===== config.mk =====
export PLATFORM = sky130hd
export DESIGN_NAME = fetch_unit_flat
export DESIGN_NICKNAME = d
export VERILOG_FILES = /design/src/rtl/fetch_unit_if.sv /design/src/rtl/fetch_unit.sv /design/src/flat_wrapper.sv
export SDC_FILE = /design/constraint.sdc
export NUM_CORES = 1
export LEC_CHECK = 0
export BUFFER_PORTS_ARGS = -buffer_cell sky130_fd_sc_hd__buf_2
export CAP_MARGIN = 25
export CORE_AREA = 4 4 215 217
export CTS_CLUSTER_SIZE = 8
export DETAILED_ROUTE_END_ITERATION = 7
export DIE_AREA = 0 0 219 221
export GPL_ROUTABILITY_DRIVEN = 0
export PLACE_DENSITY = 0.62
export SYNTH_ARGS = -nofsm -noshare
export SYNTH_HDL_FRONTEND = slang
export SYNTH_SLANG_ARGS = --single-unit

===== constraint.sdc =====
create_clock -name clock -period 3.65 [get_ports clock]
set_input_delay 0.5475 -clock clock [delete_from_list [all_inputs] [get_ports clock]]
set_output_delay 0.5475 -clock clock [all_outputs]
set_load 0.01 [all_outputs]

===== src/rtl/fetch_unit_if.sv =====
// Fetch-stage shared types and the fetch <-> IQ / imem / predictor bundle.
// Master side is the fetch unit; slave side is memory, IQ and predictor.
`ifndef NOOP_INST
`define NOOP_INST 32'h0000_0013
`endif

package fetch_pkg;

  typedef enum logic [1:0] {
    BUS_NONE  = 2'h0,
    BUS_LOAD  = 2'h1,
    BUS_STORE = 2'h2
  } bus_cmd_t;

  typedef struct packed {
    logic [63:0] pc;
    logic [63:0] pred_pc;
    logic        prediction;
  } branch_inst_t;

  typedef struct packed {
    logic         valid_inst;
    logic [63:0]  npc;
    logic [31:0]  ir;
    branch_inst_t branch_inst;
  } INST_Q;

endpackage

interface fetch_unit_if #(
  parameter int MEM_TAG_W = 4
);
  import fetch_pkg::*;

  logic                 inst_queue_full;
  logic                 branch_incorrect;
  logic [63:0]          branch_target_pc;
  logic                 bp_taken;
  logic [63:0]          bp_target;
  logic [MEM_TAG_W-1:0] Imem2proc_response;
  logic [63:0]          Imem2proc_data;
  logic [MEM_TAG_W-1:0] Imem2proc_tag;
  bus_cmd_t             proc2Imem_command;
  logic [63:0]          proc2Imem_addr;
  logic [63:0]          fetch_pc;
  logic                 fetch_en;
  INST_Q                if_inst_in;

  modport master (
    input  inst_queue_full, branch_incorrect,
    input  branch_target_pc, bp_taken, bp_target,
    input  Imem2proc_response, Imem2proc_data,
    input  Imem2proc_tag,
    output proc2Imem_command, proc2Imem_addr,
    output fetch_pc, fetch_en, if_inst_in
  );

  modport slave (
    output inst_queue_full, branch_incorrect,
    output branch_target_pc, bp_taken, bp_target,
    output Imem2proc_response, Imem2proc_data,
    output Imem2proc_tag,
    input  proc2Imem_command, proc2Imem_addr,
    input  fetch_pc, fetch_en, if_inst_in
  );

endinterface


===== src/rtl/fetch_unit.sv =====
// Fetch stage: owns the PC, keeps one 64-bit line, one outstanding
// imem request, and hands one instruction per cycle to the IQ.
module fetch_unit
  import fetch_pkg::*;
#(
  parameter logic [63:0] RESET_PC  = 64'h0,
  parameter int          MEM_TAG_W = 4
) (
  input  logic        clock,
  input  logic        reset,
  fetch_unit_if.master bus
);

  typedef enum logic [1:0] {
    MISS  = 2'd0,
    WAIT  = 2'd1,
    HIT   = 2'd2,
    DRAIN = 2'd3
  } state_t;

  state_t               state, state_n;
  logic [63:0]          pc, pc_n;
  logic [60:0]          line_addr, la_n;
  logic [63:0]          line_data, ld_n;
  logic                 line_valid, lv_n;
  logic [MEM_TAG_W-1:0] req_tag, tag_n;

  logic        hit, tag_match, deliver, bi;
  logic [63:0] npc, pred_pc;
  bus_cmd_t    cmd;

  assign bi        = bus.branch_incorrect;
  assign hit       = line_valid && (line_addr == pc[63:3]);
  assign tag_match = (|req_tag) && (bus.Imem2proc_tag == req_tag);
  assign npc       = pc + 64'd4;
  assign pred_pc   = bus.bp_taken ? bus.bp_target : npc;

  // State register; reset wins over everything else.
  always_ff @(posedge clock) begin
    if (reset) begin
      state      <= MISS;
      pc         <= RESET_PC;
      line_addr  <= '0;
      line_data  <= '0;
      line_valid <= 1'b0;
      req_tag    <= '0;
    end else begin
      state      <= state_n;
      pc         <= pc_n;
      line_addr  <= la_n;
      line_data  <= ld_n;
      line_valid <= lv_n;
      req_tag    <= tag_n;
    end
  end

  // Next state: request/fill/deliver, then a flush overrides PC and line.
  always_comb begin
    state_n = state;
    pc_n    = pc;
    la_n    = line_addr;
    ld_n    = line_data;
    lv_n    = line_valid;
    tag_n   = req_tag;
    cmd     = BUS_NONE;
    deliver = 1'b0;
    unique case (state)
      MISS: begin
        cmd = BUS_LOAD;
        if (|bus.Imem2proc_response) begin
          tag_n   = bus.Imem2proc_response;
          state_n = bi ? DRAIN : WAIT;
        end
      end
      WAIT: begin
        if (tag_match) begin
          tag_n = '0;
          if (bi) begin
            state_n = MISS;
          end else begin
            ld_n    = bus.Imem2proc_data;
            la_n    = pc[63:3];
            lv_n    = 1'b1;
            state_n = HIT;
          end
        end else if (bi) begin
          state_n = DRAIN;
        end
      end
      HIT: begin
        if (bi || !hit) begin
          state_n = MISS;
        end else if (!bus.inst_queue_full) begin
          deliver = 1'b1;
          pc_n    = pred_pc;
          state_n = (line_addr == pred_pc[63:3]) ? HIT : MISS;
        end
      end
      DRAIN: begin
        if (tag_match) begin
          tag_n   = '0;
          state_n = MISS;
        end
      end
      default: state_n = MISS;
    endcase
    if (bi) begin
      pc_n = bus.branch_target_pc;
      lv_n = 1'b0;
    end
  end

  // Outputs; reset forces an idle bus and a NOOP bundle.
  always_comb begin
    bus.if_inst_in    = '0;
    bus.if_inst_in.ir = `NOOP_INST;
    bus.fetch_en      = 1'b0;
    bus.proc2Imem_command = BUS_NONE;
    bus.proc2Imem_addr    = {pc[63:3], 3'b000};
    bus.fetch_pc          = pc;
    if (!reset) begin
      bus.proc2Imem_command = cmd;
      bus.fetch_en          = deliver;
      if (deliver) begin
        bus.if_inst_in.valid_inst = 1'b1;
        bus.if_inst_in.npc        = npc;
        bus.if_inst_in.ir         = pc[2] ? line_data[63:32]
                                          : line_data[31:0];
        bus.if_inst_in.branch_inst.pc         = pc;
        bus.if_inst_in.branch_inst.pred_pc    = pred_pc;
        bus.if_inst_in.branch_inst.prediction = bus.bp_taken;
      end
    end
  end

endmodule

===== src/flat_wrapper.sv =====
// flat-port wrapper written by rule: the top's interface ports become plain ports
module fetch_unit_flat import fetch_pkg::*;
#(
  parameter logic [63:0] RESET_PC  = 64'h0,
  parameter int          MEM_TAG_W = 4
)
  (clock, reset, bus_inst_queue_full, bus_branch_incorrect, bus_branch_target_pc, bus_bp_taken, bus_bp_target, bus_Imem2proc_response, bus_Imem2proc_data, bus_Imem2proc_tag, bus_proc2Imem_command, bus_proc2Imem_addr, bus_fetch_pc, bus_fetch_en, bus_if_inst_in);
  fetch_unit_if #(.MEM_TAG_W(MEM_TAG_W)) bus_i ();
  input  logic clock;
  input  logic reset;
  input wire logic [$bits(bus_i.inst_queue_full)-1:0] bus_inst_queue_full;
  input wire logic [$bits(bus_i.branch_incorrect)-1:0] bus_branch_incorrect;
  input wire logic [$bits(bus_i.branch_target_pc)-1:0] bus_branch_target_pc;
  input wire logic [$bits(bus_i.bp_taken)-1:0] bus_bp_taken;
  input wire logic [$bits(bus_i.bp_target)-1:0] bus_bp_target;
  input wire logic [$bits(bus_i.Imem2proc_response)-1:0] bus_Imem2proc_response;
  input wire logic [$bits(bus_i.Imem2proc_data)-1:0] bus_Imem2proc_data;
  input wire logic [$bits(bus_i.Imem2proc_tag)-1:0] bus_Imem2proc_tag;
  output wire logic [$bits(bus_i.proc2Imem_command)-1:0] bus_proc2Imem_command;
  output wire logic [$bits(bus_i.proc2Imem_addr)-1:0] bus_proc2Imem_addr;
  output wire logic [$bits(bus_i.fetch_pc)-1:0] bus_fetch_pc;
  output wire logic [$bits(bus_i.fetch_en)-1:0] bus_fetch_en;
  output wire logic [$bits(bus_i.if_inst_in)-1:0] bus_if_inst_in;
  assign bus_i.inst_queue_full = bus_inst_queue_full;
  assign bus_i.branch_incorrect = bus_branch_incorrect;
  assign bus_i.branch_target_pc = bus_branch_target_pc;
  assign bus_i.bp_taken = bus_bp_taken;
  assign bus_i.bp_target = bus_bp_target;
  assign bus_i.Imem2proc_response = bus_Imem2proc_response;
  assign bus_i.Imem2proc_data = bus_Imem2proc_data;
  assign bus_i.Imem2proc_tag = bus_Imem2proc_tag;
  assign bus_proc2Imem_command = bus_i.proc2Imem_command;
  assign bus_proc2Imem_addr = bus_i.proc2Imem_addr;
  assign bus_fetch_pc = bus_i.fetch_pc;
  assign bus_fetch_en = bus_i.fetch_en;
  assign bus_if_inst_in = bus_i.if_inst_in;
  fetch_unit #(.RESET_PC(RESET_PC), .MEM_TAG_W(MEM_TAG_W)) u_core (.clock(clock), .reset(reset), .bus(bus_i));
endmodule

==> results.ini <==
[synth]
yosys_register_bits = 196
postSynthAreaPerCell_sq_um = 7.176
synth_area_leaders = dfxtp_1 27%, nand2_1 7.9%, a21oi_1 7.0%
synth_top_area_share_pct = 26.53
yosysTopAreaCell = dfxtp_1
synth_commonest_cells = 311 x nand2_1, 206 x a21oi_1, 202 x nor2_1
synthArstFlopShare_pct = 0
syn_area_sq_um = 14790
synthFlopType = dfxtp_1
synthesis.instances = 2061
yosysSeqAreaShare_pct = 26.53
ys_types = 76
synth-edff-count = 0
ys_warn_count = 0
synth.most_common_cell = nand2_1

[min_path]
hold_class = in2reg
hold_depth = 3
worstHoldStart = bus_Imem2proc_data[36]

[grt]
gr-usage-met2_pct = 50.94
grt_pass1_wl_microns = 117100
busiest_layer = met2
grt_use_met3_pct = 8.807
grt_pass1_vias = 18000
met1_usage_pct = 38.14
antenna_found_initial = 5
grtUsageTotal_pct = 32.07
grt_max_degree = 170
grt_overflow = 0

[setup_path]
arrival_ns = 3.53
crit_required_ns = 3.10
crit_path_end_kind = output port
r2r_cells = 11
r2r_start = u_core.bus.fetch_pc[3]
path_max_fanout = 5
startpoint = u_core.bus.fetch_pc[21]
crit_type = reg2out
start_kind = register

[timing]
slew_viol_final = 0
final_hold_viol_count = 0
finalCritPeriodShare_pct = 111.6
skew_ns = 0.01466
clock.fmax_mhz = 245.5
worst_pin_slew_ns = 0.8956
fin_crit_ns = 4.074
rsz0062_at_grt = yes
setup_ws_ns = -0.4238
setup_viol = 228
relSlewSlack_pct = 40.15

[power_and_ir_drop]
power_density_nw_per_um2 = 264.4
ir_drop_mv = 0.3166
leakage_nw = 9.266

[clocking]
cts_tree = built
cts-buffers-inserted = 17
cts_max_level = 4
cts_root_buffer = clkbuf_16
clk_pin_slew_ns = 0.08
clock-sinks = 196
cts_max_path_buffers = 2
insertion_delay_ns = 0.51

[layout]
nNetsFinal = 2905
area_growth_pct = 44.95
drive_gt1_share_pct = 39.60
fin_area_sq_um = 21440

[routing]
vias_per_cell = 5.765
drt-pass1-iter-count = 8
wl_per_cell_microns = 24.94
vias = 19050
drtIter0Drc = 2321
ant_nets = 0
drc = 1
wirelength_microns = 82440

[placed_design]
hpwlAfterDp_microns = 63030
pre_cts_slack_ns = -0.07460
port_buffers = 557
placed_area_sq_um = 19410

[floorplanning]
row_count = 77
core_area_sq_um = 44120
io_pins = 562
die_h_microns = 221
die_w_microns = 219
fp.dieArea_sq_um = 48400
initial_core_util_pct = 33.52

[flow_run]
cap_violations = 0

[status]
outcome = finished, violations left
violations = design-rule violations, negative setup slack

## worst max-delay path, cell delays in order (launching register included)
cell and delay (ns):
dfxtp_1 0.36, buf_4 0.15, xnor2_1 0.50, nand2_1 0.14, nor4_2 0.22, nand3_1 0.16
or3_4 0.39, or3_4 0.43, clkinv_8 0.12, buf_12 0.15, clkbuf_16 0.16, and2_4 0.14
buf_6 0.09
## sequential cells by signal, summed over array words and instances (netlist names)
name / cells
u_core.line_valid: 1
u_core.line_data: 64
u_core.state: 2
u_core.bus.fetch_pc: 64
u_core.line_addr: 61
u_core.req_tag: 4
## metrics by stage
step | utilization [%] | hold slack, ns | TNS (ns) | total power, mW | instances
global route | 48.59 | 0.2660 | -89.20 | 5.839 | 3305
CTS | 47.30 | 0.2416 | -66.31 | 5.654 | 3295
detailed placement | 43.99 | 0.4456 | -0.3204 | 3.516 | 3244
global placement | 43.99 | 0.4408 | -2.331 | 3.511 | 3244
finish | 48.59 | 0.2713 | -74.11 | 5.668 | 3305
floorplan | - | 0.4357 | 0 | 2.915 | 2064
## timing repair
action,in CTS,in global routing
cloned,4,4
setup endpoints to repair,228,228
hold buffers,0,0
setup buffers,16,5
pin swaps,30,17
resized for setup,142,108
## report_power, final
part / internal (mW) / total (mW) / switching [mW]
clock network: 1.06 / 2.12 / 1.06
logic: 0.518 / 1.28 / 0.760
registers: 2.19 / 2.27 / 0.0797
## cell families after synthesis
group,after synthesis,share of synthesized area (%)
buffers and inverters,294,9.754
AO/OA/AOI/OAI,412,17.54
XOR/XNOR,162,9.872
flip-flops,196,26.53
AND/OR/NAND/NOR,921,31.13
multiplexers,74,5.067
other,1,0.02535
adder cells (fa/ha/maj),1,0.08458
## per-layer routing
metal | routed length [microns] | up-vias
li1 | - | 8328
met1 | 29720 | 8913
met2 | 36980 | 1426
met3 | 9463 | 377
met4 | 6206 | 8
met5 | 67 | -
## area by class of cell
type	count	area, sq um
Antenna cell	1	2.502
Clock buffer	17	425.4
Clock inverter	15	206.4
Fill cell	4355	22690
Inverter	36	147.6
Multi-Input combinational cell	1574	9983
Sequential cell	196	3960
Tap cell	592	740.7
Timing Repair Buffer	874	5972
## cells in the final DEF (no fill, tap or decap), drive strengths merged, types with 8 or more instances in the layout
| cell type | netlist | routed |
|---|---|---|
| and4 | 18 | 18 |
| nor2 | 204 | 204 |
| clkbuf | 127 | 20 |
| xnor2 | 101 | 101 |
| nand2b | 69 | 69 |
| and2 | 92 | 92 |
| a31oi | 10 | 10 |
| nor4 | 48 | 48 |
| or3 | 9 | 9 |
| nand4 | 54 | 54 |
| nand2 | 312 | 312 |
| a22oi | 62 | 62 |
| xor2 | 58 | 58 |
| nand3 | 39 | 39 |
| inv | 36 | 44 |
| or4 | 11 | 11 |
| dfxtp | 196 | 196 |
| o31ai | 9 | 9 |
| and3 | 12 | 12 |
| mux2i | 67 | 67 |
| buf | 131 | 871 |
| nor3 | 32 | 32 |
| a21oi | 206 | 206 |
| o21a | 8 | 8 |
| o21ai | 22 | 22 |
| o22ai | 29 | 29 |
## path summary, 6_finish.rpt
path / slack (ns) / endpoint
hold reg to reg: 0.45 / u_core.line_data[25]
setup reg to reg: -0.12 / u_core.state[1]
setup / recovery: -0.42 / bus_if_inst_in[68]
hold / removal: 0.27 / u_core.line_data[36]
Power figures use the tool's default switching activity.
